$ cat config.mk
export PLATFORM = sky130hd
export DESIGN_NAME = multi_port_mem_ctrl_flat
export DESIGN_NICKNAME = d
export VERILOG_FILES = /design/src/rtl/multi_port_mem_ctrl_pkg.sv /design/src/rtl/multi_port_mem_ctrl_if.sv /design/src/rtl/multi_port_mem_ctrl_rr_arbiter.sv /design/src/rtl/multi_port_mem_ctrl.sv /design/src/flat_wrapper.sv
export SDC_FILE = /design/constraint.sdc
export NUM_CORES = 1
export LEC_CHECK = 0
export ABC_CLOCK_PERIOD_IN_PS = 5200
export CAP_MARGIN = 40
export CORE_MARGIN = 10
export CORE_UTILIZATION = 43
export DETAILED_ROUTE_END_ITERATION = 16
export DONT_BUFFER_PORTS = 1
export PLACE_DENSITY_LB_ADDON = 0.12
export SLEW_MARGIN = 20
export SYNTH_ARGS = -nofsm -noshare
export SYNTH_HDL_FRONTEND = slang
export SYNTH_SLANG_ARGS = --single-unit
$ cat constraint.sdc
create_clock -name clk -period 5.2 [get_ports clk]
set_clock_uncertainty 0.05 [all_clocks]
set_input_delay 0.78 -clock clk [delete_from_list [all_inputs] [get_ports clk]]
set_output_delay 0.78 -clock clk [all_outputs]
set_load 0.1 [all_outputs]
$ cat src/rtl/multi_port_mem_ctrl_pkg.sv
// Shared definitions for the multi-channel byte-serial memory/IO controller:
// state encoding, IO page select, length field width and byte-count helpers.
package multi_port_mem_ctrl_pkg;

    typedef enum logic [1:0] {
        ST_IDLE  = 2'd0,
        ST_READ  = 2'd1,
        ST_WRITE = 2'd2
    } state_e;

    localparam logic [1:0] IO_PAGE = 2'b11;
    localparam int         LEN_W   = 3;

    function automatic int maxb_of(input int dat_w);
        return dat_w / 8;
    endfunction

    // Zero or oversize requests move a full word.
    function automatic logic [LEN_W-1:0] clamp_len(input logic [LEN_W-1:0] len, input int maxb);
        logic [LEN_W-1:0] res;
        if ((len == {LEN_W{1'b0}}) || (int'(len) > maxb)) begin
            res = LEN_W'(maxb);
        end else begin
            res = len;
        end
        return res;
    endfunction

endpackage

$ cat src/rtl/multi_port_mem_ctrl_if.sv
// Requester channels plus the shared byte-serial RAM/IO bus; the controller
// uses the slave view, the requesters and memory model use the master view.
interface multi_port_mem_ctrl_if #(
    parameter int NCH   = 3,
    parameter int ADR_W = 18,
    parameter int DAT_W = 32
) ();
    import multi_port_mem_ctrl_pkg::*;

    logic [NCH-1:0]       req_en_i;
    logic [NCH-1:0]       req_rw_i;
    logic [NCH*LEN_W-1:0] req_len_i;
    logic [NCH*ADR_W-1:0] req_adr_i;
    logic [NCH*DAT_W-1:0] req_dat_i;
    logic [NCH-1:0]       gnt_o;
    logic [NCH-1:0]       resp_en_o;
    logic [DAT_W-1:0]     resp_dat_o;
    logic [7:0]           ram_dat_i;
    logic [7:0]           ram_dat_o;
    logic [ADR_W-1:0]     ram_adr_o;
    logic                 ram_rwen_o;
    logic                 iob_full_i;
    logic                 flush_i;

    modport master (
        output req_en_i, req_rw_i, req_len_i, req_adr_i, req_dat_i,
        output ram_dat_i, iob_full_i, flush_i,
        input  gnt_o, resp_en_o, resp_dat_o, ram_dat_o, ram_adr_o, ram_rwen_o
    );

    modport slave (
        input  req_en_i, req_rw_i, req_len_i, req_adr_i, req_dat_i,
        input  ram_dat_i, iob_full_i, flush_i,
        output gnt_o, resp_en_o, resp_dat_o, ram_dat_o, ram_adr_o, ram_rwen_o
    );

endinterface

$ cat src/rtl/multi_port_mem_ctrl_rr_arbiter.sv
// Combinational channel arbiter: round-robin from ptr+1 (RR=1) or lowest index
// first (RR=0). The pointer register itself lives in the parent.
module multi_port_mem_ctrl_rr_arbiter #(
    parameter int NCH = 3,
    parameter bit RR  = 1'b1,
    parameter int PW  = (NCH > 1) ? $clog2(NCH) : 1
) (
    input  logic [NCH-1:0] req,
    input  logic [NCH-1:0] elig,
    input  logic [PW-1:0]  ptr,
    output logic [NCH-1:0] grant,
    output logic [PW-1:0]  next_ptr
);

    logic [NCH-1:0] cand_s;
    logic           found_s;
    logic           hit_s;
    int             idx_s;

    // Walk candidates in priority order and keep the first eligible requester.
    always_comb begin
        cand_s   = req & elig;
        grant    = {NCH{1'b0}};
        next_ptr = ptr;
        found_s  = 1'b0;
        hit_s    = 1'b0;
        idx_s    = 0;
        for (int k = 0; k < NCH; k++) begin
            idx_s = RR ? (int'(ptr) + 1 + k) : k;
            idx_s = (idx_s >= NCH) ? (idx_s - NCH) : idx_s;
            for (int i = 0; i < NCH; i++) begin
                hit_s    = ~found_s & cand_s[i] & (i == idx_s);
                grant[i] = grant[i] | hit_s;
                next_ptr = hit_s ? PW'(i) : next_ptr;
                found_s  = found_s | hit_s;
            end
        end
    end

endmodule

$ cat src/rtl/multi_port_mem_ctrl.sv
// Arbitrates NCH requester channels onto one byte-serial RAM/IO bus; each grant
// moves 1..MAXB little-endian bytes, with flush abort and UART back-pressure.
module multi_port_mem_ctrl
    import multi_port_mem_ctrl_pkg::*;
#(
    parameter int             NCH        = 3,
    parameter int             ADR_W      = 18,
    parameter int             DAT_W      = 32,
    parameter bit             RR         = 1'b1,
    parameter logic [NCH-1:0] FLUSH_MASK = NCH'(3'b011)
) (
    input logic                  clk,
    input logic                  rst,
    input logic                  en,
    multi_port_mem_ctrl_if.slave bus
);

    localparam int MAXB = maxb_of(DAT_W);
    localparam int PW   = (NCH > 1) ? $clog2(NCH) : 1;

    state_e           state_r;
    logic [PW-1:0]    ptr_r;
    logic [PW-1:0]    ch_r;
    logic             io_wr_r;
    logic [LEN_W-1:0] len_r;
    logic [LEN_W-1:0] cnt_r;
    logic [ADR_W-1:0] adr_r;
    logic [DAT_W-1:0] wdat_r;
    logic [DAT_W-1:0] rdat_r;
    logic [NCH-1:0]   gnt_r;
    logic [NCH-1:0]   resp_en_r;
    logic [DAT_W-1:0] resp_dat_r;
    logic [7:0]       ram_dat_r;
    logic             rwen_r;

    logic [NCH-1:0]   elig_s;
    logic [NCH-1:0]   grant_s;
    logic [PW-1:0]    next_ptr_s;
    logic             sel_rw_s;
    logic [LEN_W-1:0] sel_len_s;
    logic [ADR_W-1:0] sel_adr_s;
    logic [DAT_W-1:0] sel_dat_s;
    logic [DAT_W-1:0] rdat_next_s;
    logic             last_s;
    logic             abort_s;
    logic             stall_s;

    assign elig_s  = ~(FLUSH_MASK & {NCH{bus.flush_i}});
    assign last_s  = (cnt_r == (len_r - LEN_W'(1'b1)));
    assign abort_s = bus.flush_i & FLUSH_MASK[ch_r];
    assign stall_s = io_wr_r & bus.iob_full_i;

    multi_port_mem_ctrl_rr_arbiter #(
        .NCH (NCH),
        .RR  (RR),
        .PW  (PW)
    ) u_rr_arbiter (
        .req      (bus.req_en_i),
        .elig     (elig_s),
        .ptr      (ptr_r),
        .grant    (grant_s),
        .next_ptr (next_ptr_s)
    );

    // Route the winning channel's request fields (grant is one-hot).
    always_comb begin
        sel_rw_s  = 1'b0;
        sel_len_s = {LEN_W{1'b0}};
        sel_adr_s = {ADR_W{1'b0}};
        sel_dat_s = {DAT_W{1'b0}};
        for (int i = 0; i < NCH; i++) begin
            sel_rw_s  = sel_rw_s  | (bus.req_rw_i[i] & grant_s[i]);
            sel_len_s = sel_len_s | (bus.req_len_i[i*LEN_W +: LEN_W] & {LEN_W{grant_s[i]}});
            sel_adr_s = sel_adr_s | (bus.req_adr_i[i*ADR_W +: ADR_W] & {ADR_W{grant_s[i]}});
            sel_dat_s = sel_dat_s | (bus.req_dat_i[i*DAT_W +: DAT_W] & {DAT_W{grant_s[i]}});
        end
    end

    // Drop the returned RAM byte into the lane selected by the byte counter.
    always_comb begin
        rdat_next_s = rdat_r;
        for (int b = 0; b < MAXB; b++) begin
            rdat_next_s[b*8 +: 8] = (cnt_r == LEN_W'(b)) ? bus.ram_dat_i : rdat_r[b*8 +: 8];
        end
    end

    // Transaction FSM with registered bus and response outputs.
    always_ff @(posedge clk or negedge rst) begin
        if (!rst) begin
            state_r    <= ST_IDLE;
            ptr_r      <= PW'(NCH - 1);
            ch_r       <= {PW{1'b0}};
            io_wr_r    <= 1'b0;
            len_r      <= {LEN_W{1'b0}};
            cnt_r      <= {LEN_W{1'b0}};
            adr_r      <= {ADR_W{1'b0}};
            wdat_r     <= {DAT_W{1'b0}};
            rdat_r     <= {DAT_W{1'b0}};
            gnt_r      <= {NCH{1'b0}};
            resp_en_r  <= {NCH{1'b0}};
            resp_dat_r <= {DAT_W{1'b0}};
            ram_dat_r  <= 8'h00;
            rwen_r     <= 1'b0;
        end else if (en) begin
            gnt_r     <= {NCH{1'b0}};
            resp_en_r <= {NCH{1'b0}};
            case (state_r)
                ST_IDLE: begin
                    if (|grant_s) begin
                        gnt_r     <= grant_s;
                        ptr_r     <= next_ptr_s;
                        ch_r      <= next_ptr_s;
                        io_wr_r   <= sel_rw_s & (sel_adr_s[ADR_W-1 -: 2] == IO_PAGE);
                        len_r     <= clamp_len(sel_len_s, MAXB);
                        cnt_r     <= {LEN_W{1'b0}};
                        adr_r     <= sel_adr_s;
                        ram_dat_r <= sel_dat_s[7:0];
                        wdat_r    <= {8'h00, sel_dat_s[DAT_W-1:8]};
                        rdat_r    <= {DAT_W{1'b0}};
                        rwen_r    <= sel_rw_s;
                        state_r   <= sel_rw_s ? ST_WRITE : ST_READ;
                    end else begin
                        state_r   <= ST_IDLE;
                    end
                end
                ST_READ: begin
                    if (abort_s) begin
                        rwen_r     <= 1'b0;
                        state_r    <= ST_IDLE;
                    end else if (last_s) begin
                        resp_en_r  <= NCH'(1'b1) << ch_r;
                        resp_dat_r <= rdat_next_s;
                        adr_r      <= adr_r + ADR_W'(1'b1);
                        state_r    <= ST_IDLE;
                    end else begin
                        rdat_r     <= rdat_next_s;
                        cnt_r      <= cnt_r + LEN_W'(1'b1);
                        adr_r      <= adr_r + ADR_W'(1'b1);
                    end
                end
                ST_WRITE: begin
                    // A full UART buffer holds the current IO byte in place.
                    if (stall_s) begin
                        state_r   <= ST_WRITE;
                    end else if (last_s) begin
                        rwen_r    <= 1'b0;
                        resp_en_r <= NCH'(1'b1) << ch_r;
                        state_r   <= ST_IDLE;
                    end else begin
                        cnt_r     <= cnt_r + LEN_W'(1'b1);
                        adr_r     <= adr_r + ADR_W'(1'b1);
                        ram_dat_r <= wdat_r[7:0];
                        wdat_r    <= {8'h00, wdat_r[DAT_W-1:8]};
                    end
                end
                default: begin
                    rwen_r  <= 1'b0;
                    state_r <= ST_IDLE;
                end
            endcase
        end
    end

    assign bus.gnt_o      = gnt_r;
    assign bus.resp_en_o  = resp_en_r;
    assign bus.resp_dat_o = resp_dat_r;
    assign bus.ram_dat_o  = ram_dat_r;
    assign bus.ram_adr_o  = adr_r;
    assign bus.ram_rwen_o = rwen_r & en & ~stall_s;

endmodule
$ cat src/flat_wrapper.sv
// flat-port wrapper written by rule: the top's interface ports become plain ports
module multi_port_mem_ctrl_flat import multi_port_mem_ctrl_pkg::*;
#(
    parameter int             NCH        = 3,
    parameter int             ADR_W      = 18,
    parameter int             DAT_W      = 32,
    parameter bit             RR         = 1'b1,
    parameter logic [NCH-1:0] FLUSH_MASK = NCH'(3'b011)
)
  (clk, rst, en, bus_req_en_i, bus_req_rw_i, bus_req_len_i, bus_req_adr_i, bus_req_dat_i, bus_ram_dat_i, bus_iob_full_i, bus_flush_i, bus_gnt_o, bus_resp_en_o, bus_resp_dat_o, bus_ram_dat_o, bus_ram_adr_o, bus_ram_rwen_o);
  multi_port_mem_ctrl_if #(.NCH(NCH), .ADR_W(ADR_W), .DAT_W(DAT_W)) bus_i ();
  input logic clk;
  input logic rst;
  input logic en;
  input wire logic [$bits(bus_i.req_en_i)-1:0] bus_req_en_i;
  input wire logic [$bits(bus_i.req_rw_i)-1:0] bus_req_rw_i;
  input wire logic [$bits(bus_i.req_len_i)-1:0] bus_req_len_i;
  input wire logic [$bits(bus_i.req_adr_i)-1:0] bus_req_adr_i;
  input wire logic [$bits(bus_i.req_dat_i)-1:0] bus_req_dat_i;
  input wire logic [$bits(bus_i.ram_dat_i)-1:0] bus_ram_dat_i;
  input wire logic [$bits(bus_i.iob_full_i)-1:0] bus_iob_full_i;
  input wire logic [$bits(bus_i.flush_i)-1:0] bus_flush_i;
  output wire logic [$bits(bus_i.gnt_o)-1:0] bus_gnt_o;
  output wire logic [$bits(bus_i.resp_en_o)-1:0] bus_resp_en_o;
  output wire logic [$bits(bus_i.resp_dat_o)-1:0] bus_resp_dat_o;
  output wire logic [$bits(bus_i.ram_dat_o)-1:0] bus_ram_dat_o;
  output wire logic [$bits(bus_i.ram_adr_o)-1:0] bus_ram_adr_o;
  output wire logic [$bits(bus_i.ram_rwen_o)-1:0] bus_ram_rwen_o;
  assign bus_i.req_en_i = bus_req_en_i;
  assign bus_i.req_rw_i = bus_req_rw_i;
  assign bus_i.req_len_i = bus_req_len_i;
  assign bus_i.req_adr_i = bus_req_adr_i;
  assign bus_i.req_dat_i = bus_req_dat_i;
  assign bus_i.ram_dat_i = bus_ram_dat_i;
  assign bus_i.iob_full_i = bus_iob_full_i;
  assign bus_i.flush_i = bus_flush_i;
  assign bus_gnt_o = bus_i.gnt_o;
  assign bus_resp_en_o = bus_i.resp_en_o;
  assign bus_resp_dat_o = bus_i.resp_dat_o;
  assign bus_ram_dat_o = bus_i.ram_dat_o;
  assign bus_ram_adr_o = bus_i.ram_adr_o;
  assign bus_ram_rwen_o = bus_i.ram_rwen_o;
  multi_port_mem_ctrl #(.NCH(NCH), .ADR_W(ADR_W), .DAT_W(DAT_W), .RR(RR), .FLUSH_MASK(FLUSH_MASK)) u_core (.clk(clk), .rst(rst), .en(en), .bus(bus_i));
endmodule
==> impl_summary.txt <==
----------------------------------------------------
[STA]
  Slew @ Worst Pin ... 833 ps
  Post-layout min period ... 3460 ps
  Unrepaired setup endpoints after global routing ... false
  Post-route clock period utilization ... 0.666
  Number of endpoints with negative hold slack in the final report ... 0
  Total negative slack for setup checks ... 0 ps
  Max_slew headroom ... 0.443
  Count of pins over their slew limit ... 0
  Min setup slack post-route ... between 1500 and 2000 ps
  Count of final setup violators ... 0
  Highest attainable clock frequency ... 289 MHz

[Synth]
  Top area cells in the synthesized netlist ... sky130_fd_sc_hd__dfrtp_1, sky130_fd_sc_hd__mux2i_1, sky130_fd_sc_hd__a222oi_1, sky130_fd_sc_hd__a22o_1, sky130_fd_sc_hd__a221oi_1
  Predominant post-synthesis flop cell ... sky130_fd_sc_hd__dfrtp_1
  Cell type with the highest aggregate area in the netlist ... sky130_fd_sc_hd__dfrtp_1
  Gate count of the mapped netlist ... 705
  Register area share after synthesis ... 0.458
  Number of flops mapped to enable cells by yosys ... 0
  Count of unique library cells instantiated by Yosys ... 64
  Netlist area before placement ... about 0.0073 mm²
  Most instantiated library cell after synthesis ... sky130_fd_sc_hd__dfrtp_1
  Most instantiated cells after synthesis ... sky130_fd_sc_hd__dfrtp_1, sky130_fd_sc_hd__nand2_1, sky130_fd_sc_hd__nor2_1, sky130_fd_sc_hd__a21oi_1, sky130_fd_sc_hd__mux2i_1
  Post-synth net total ... 898
  Post-synth ARST share ... 1.00
  Top-area cell type share of the netlist area ... 0.454
  Warning count from the yosys run ... 0
  Post-synthesis register bit count ... about 130
  Mapped Avg Cell Area ... 10.3 µm²

[Worst setup path]
  Category of the most critical setup path ... flop to flop
  R2R Path End ... u_core.state_r[1]
  Maximum fanout count along the critical path ... 42
  Data required time at the worst endpoint ... roughly 5500 ps
  Arrival time at the worst endpoint ... 3720 ps
  Kind of end point of the critical path ... flop
  R2R Path Start ... u_core.ptr_r[1]
  Path depth of the worst reg2reg path ... 9
  Worst-case register-to-register setup slack ... 1740 ps
  Setup crit start kind ... flop

[Clock network]
  Maximum level of the CTS H-tree ... 4
  CTS sink count ... 133
  Post-CTS setup-driven buffer insertion count ... 0
  Clock Tree Buf Depth ... 2
  Clock Root Buffer ... sky130_fd_sc_hd__clkbuf_16
  CTS tree ... built
  Reg clk slew, reported paths ... approximately 60 ps
  Clock latency at the later pin of the worst-skew pair ... 420 ps
  Total clock buffers created by CTS ... 17

[Finish]
  Net count reported at finish ... 988
  Finished Cell Area ... 0.0101 mm²
  Fill cell total of the finished layout ... roughly 1300
  Fraction of the core area covered by cells at the end of the flow ... 0.612
  Area growth from synthesis to layout ... 39.6%
  Sequential standard cell area ... ~0.0033 mm²
  Proportion of layout cells with a drive suffix above 1 ... 0.169
  Antenna cell count ... 0
  Area of the multi-input gates ... 0.00364 mm²

[Die]
  Die Footprint ... 0.0225 mm²
  Top-level I/O count ... 243
  Initial standard-cell utilization of the core ... 0.438
  Die span in y ... around 150 µm
  Row count ... 47
  Core region area ... 0.0166 mm²
  Horizontal die dimension ... 150 µm

[Detailed routing]
  Routed len/inst ... about 24 µm
  Via total after detailed routing ... 6334
  Residual antenna-violating net count after detailed routing ... 0
  Iteration count of the initial detailed-routing pass ... 9
  Drt initial violations ... about 600
  Number of design rule violations left after detail routing ... 0
  Wire length reported by the detailed router ... 24200 µm
  Routed vias/inst ... roughly 6

[Placement]
  Number of buffers added on ports ... 0
  Pre-CTS WS ... 1760 ps
  Cell Area, Placed ... 0.00948 mm²
  Global placer's final weighted congestion ... 0.844
  Post-detail-place hpwl ... 17900 µm

[Global route]
  Pin count of the biggest net entering global routing ... ~130
  Initial antenna violation count ... 0
  Total GRT Usage ... 0.217
  Wire length of the first global-routing pass ... 38300 µm
  Remaining global-route overflow ... 0
  Vias in the first global route ... roughly 6600

[Outcome]
  Status ... finished clean

[Pwr]
  Pwr per Cell Area ... just over 800 mW/mm²
  Cell leakage power ... 4.30 nW
  Maximum resistive drop on vdd ... around 560 µV

[Flow run]
  Max-capacitance violation count ... 0

[Hold path]
  Class of the most critical hold timing path ... input pin to asynchronous set/reset pin

----------------------------------------------------
## area by class of cell
type	instances	area share
Clock buffer	18	0.0433
Clock inverter	12	0.0176
Inverter	23	0.00851
Multi-Input combinational cell	494	0.359
Sequential cell	133	0.328
Tap cell	220	0.0271
Timing Repair Buffer	126	0.216
## flip-flops by register name, indices dropped and copies added, names as in the netlist, 8 cells and up
name / flops
u_core.bus.resp_dat_o: 32
u_core.rdat_r: 32
u_core.wdat_r: 24
u_core.bus.ram_adr_o: 18
u_core.bus.ram_dat_o: 8
## how the worst max path moves through the flow
stage,endpoint,from,slack (ps),depth (start not counted)
after CTS,u_core.state_r[1],u_core.ptr_r[1],1730,9
after detailed placement,u_core.state_r[1],u_core.ptr_r[1],1760,9
after global routing,u_core.state_r[1],u_core.ptr_r[1],1570,9
after floorplan,u_core.len_r[0],u_core.ptr_r[1],2250,10
after global placement,u_core.state_r[1],u_core.ptr_r[1],1880,8
final,u_core.state_r[1],u_core.ptr_r[1],1740,9
## cell usage in the layout (no fill, tap or decap), drive strengths merged, types with 3 or more instances in the layout
master,instances
dfrtp,132
buf,125
nand2,59
nor2,45
a21oi,42
mux2i,36
a22o,32
a221oi,32
a222oi,28
a2bb2oi,25
mux2,24
o21ai,23
inv,22
clkbuf,18
nand3,16
ha,15
or3,10
nand2b,9
and2,9
o2bb2ai,8
o311ai,8
and3,7
nor3,7
clkinv,6
o21a,4
nand4,4
nand3b,4
a21o,4
bufinv,4
or2,4
o211ai,4
o22ai,3
o21bai,3
o31ai,3
clkinvlp,3
nor4,3
## routing by layer
metal | vias up | GRT usage | share of wire
li1 | 2885 | - | -
met1 | 3158 | 0.264 | 0.41
met2 | 260 | 0.358 | 0.50
met3 | 31 | 0.0725 | 0.081
met4 | 0 | 0.0632 | 0.016
met5 | - | 0 | 0
## through the flow
stage | hold WS (ps) | total power, W | instances
2_1_floorplan | 399 | 0.00486 | 705
3_3_place_gp | 423 | 0.00532 | 873
3_5_place_dp | 428 | 0.00695 | 993
4_1_cts | 134 | 0.00829 | 1025
5_1_grt | 123 | 0.00864 | 1026
6_report | 150 | 0.00824 | 1026
## critical path, cell delays in order (launching register included)
cell                       delay, ps
sky130_fd_sc_hd__dfstp_2         540
sky130_fd_sc_hd__inv_1            60
sky130_fd_sc_hd__ha_1            380
sky130_fd_sc_hd__nor2b_1         190
sky130_fd_sc_hd__o311ai_2        470
sky130_fd_sc_hd__nor2_4          180
sky130_fd_sc_hd__buf_12          220
sky130_fd_sc_hd__a222oi_1        760
sky130_fd_sc_hd__o21ai_0         190
sky130_fd_sc_hd__a32o_1          290
## what timing repair did
action | 4_1_cts | 5_1_grt
resized for setup | 0 | 0
hold endpoints to repair | 125 | 0
hold buffers | 2 | 0
## power breakdown
group | internal (W) | leakage (nW) | switching, W
clock | 0.000811 | 0.295 | 0.000469
sequential | 0.00142 | 1.76 | 0.000451
combinational | 0.00212 | 2.24 | 0.00297
## kinds of logic (layout without fill, tap and decap cells)
| kind of cell | Yosys count | count (layout) | synth area share |
|---|---|---|---|
| AOI/OAI and AO/OA | 233 | 233 | 0.255 |
| and+or+nand+nor | 183 | 183 | 0.123 |
| DFF | 133 | 133 | 0.458 |
| buffers and inverters | 78 | 179 | 0.0449 |
| muxes | 60 | 60 | 0.0868 |
| adders and majority gates | 15 | 15 | 0.0258 |
| xor gates and xnor gates | 3 | 3 | 0.00568 |
No activity file was read; power rests on OpenSTA's default activity.
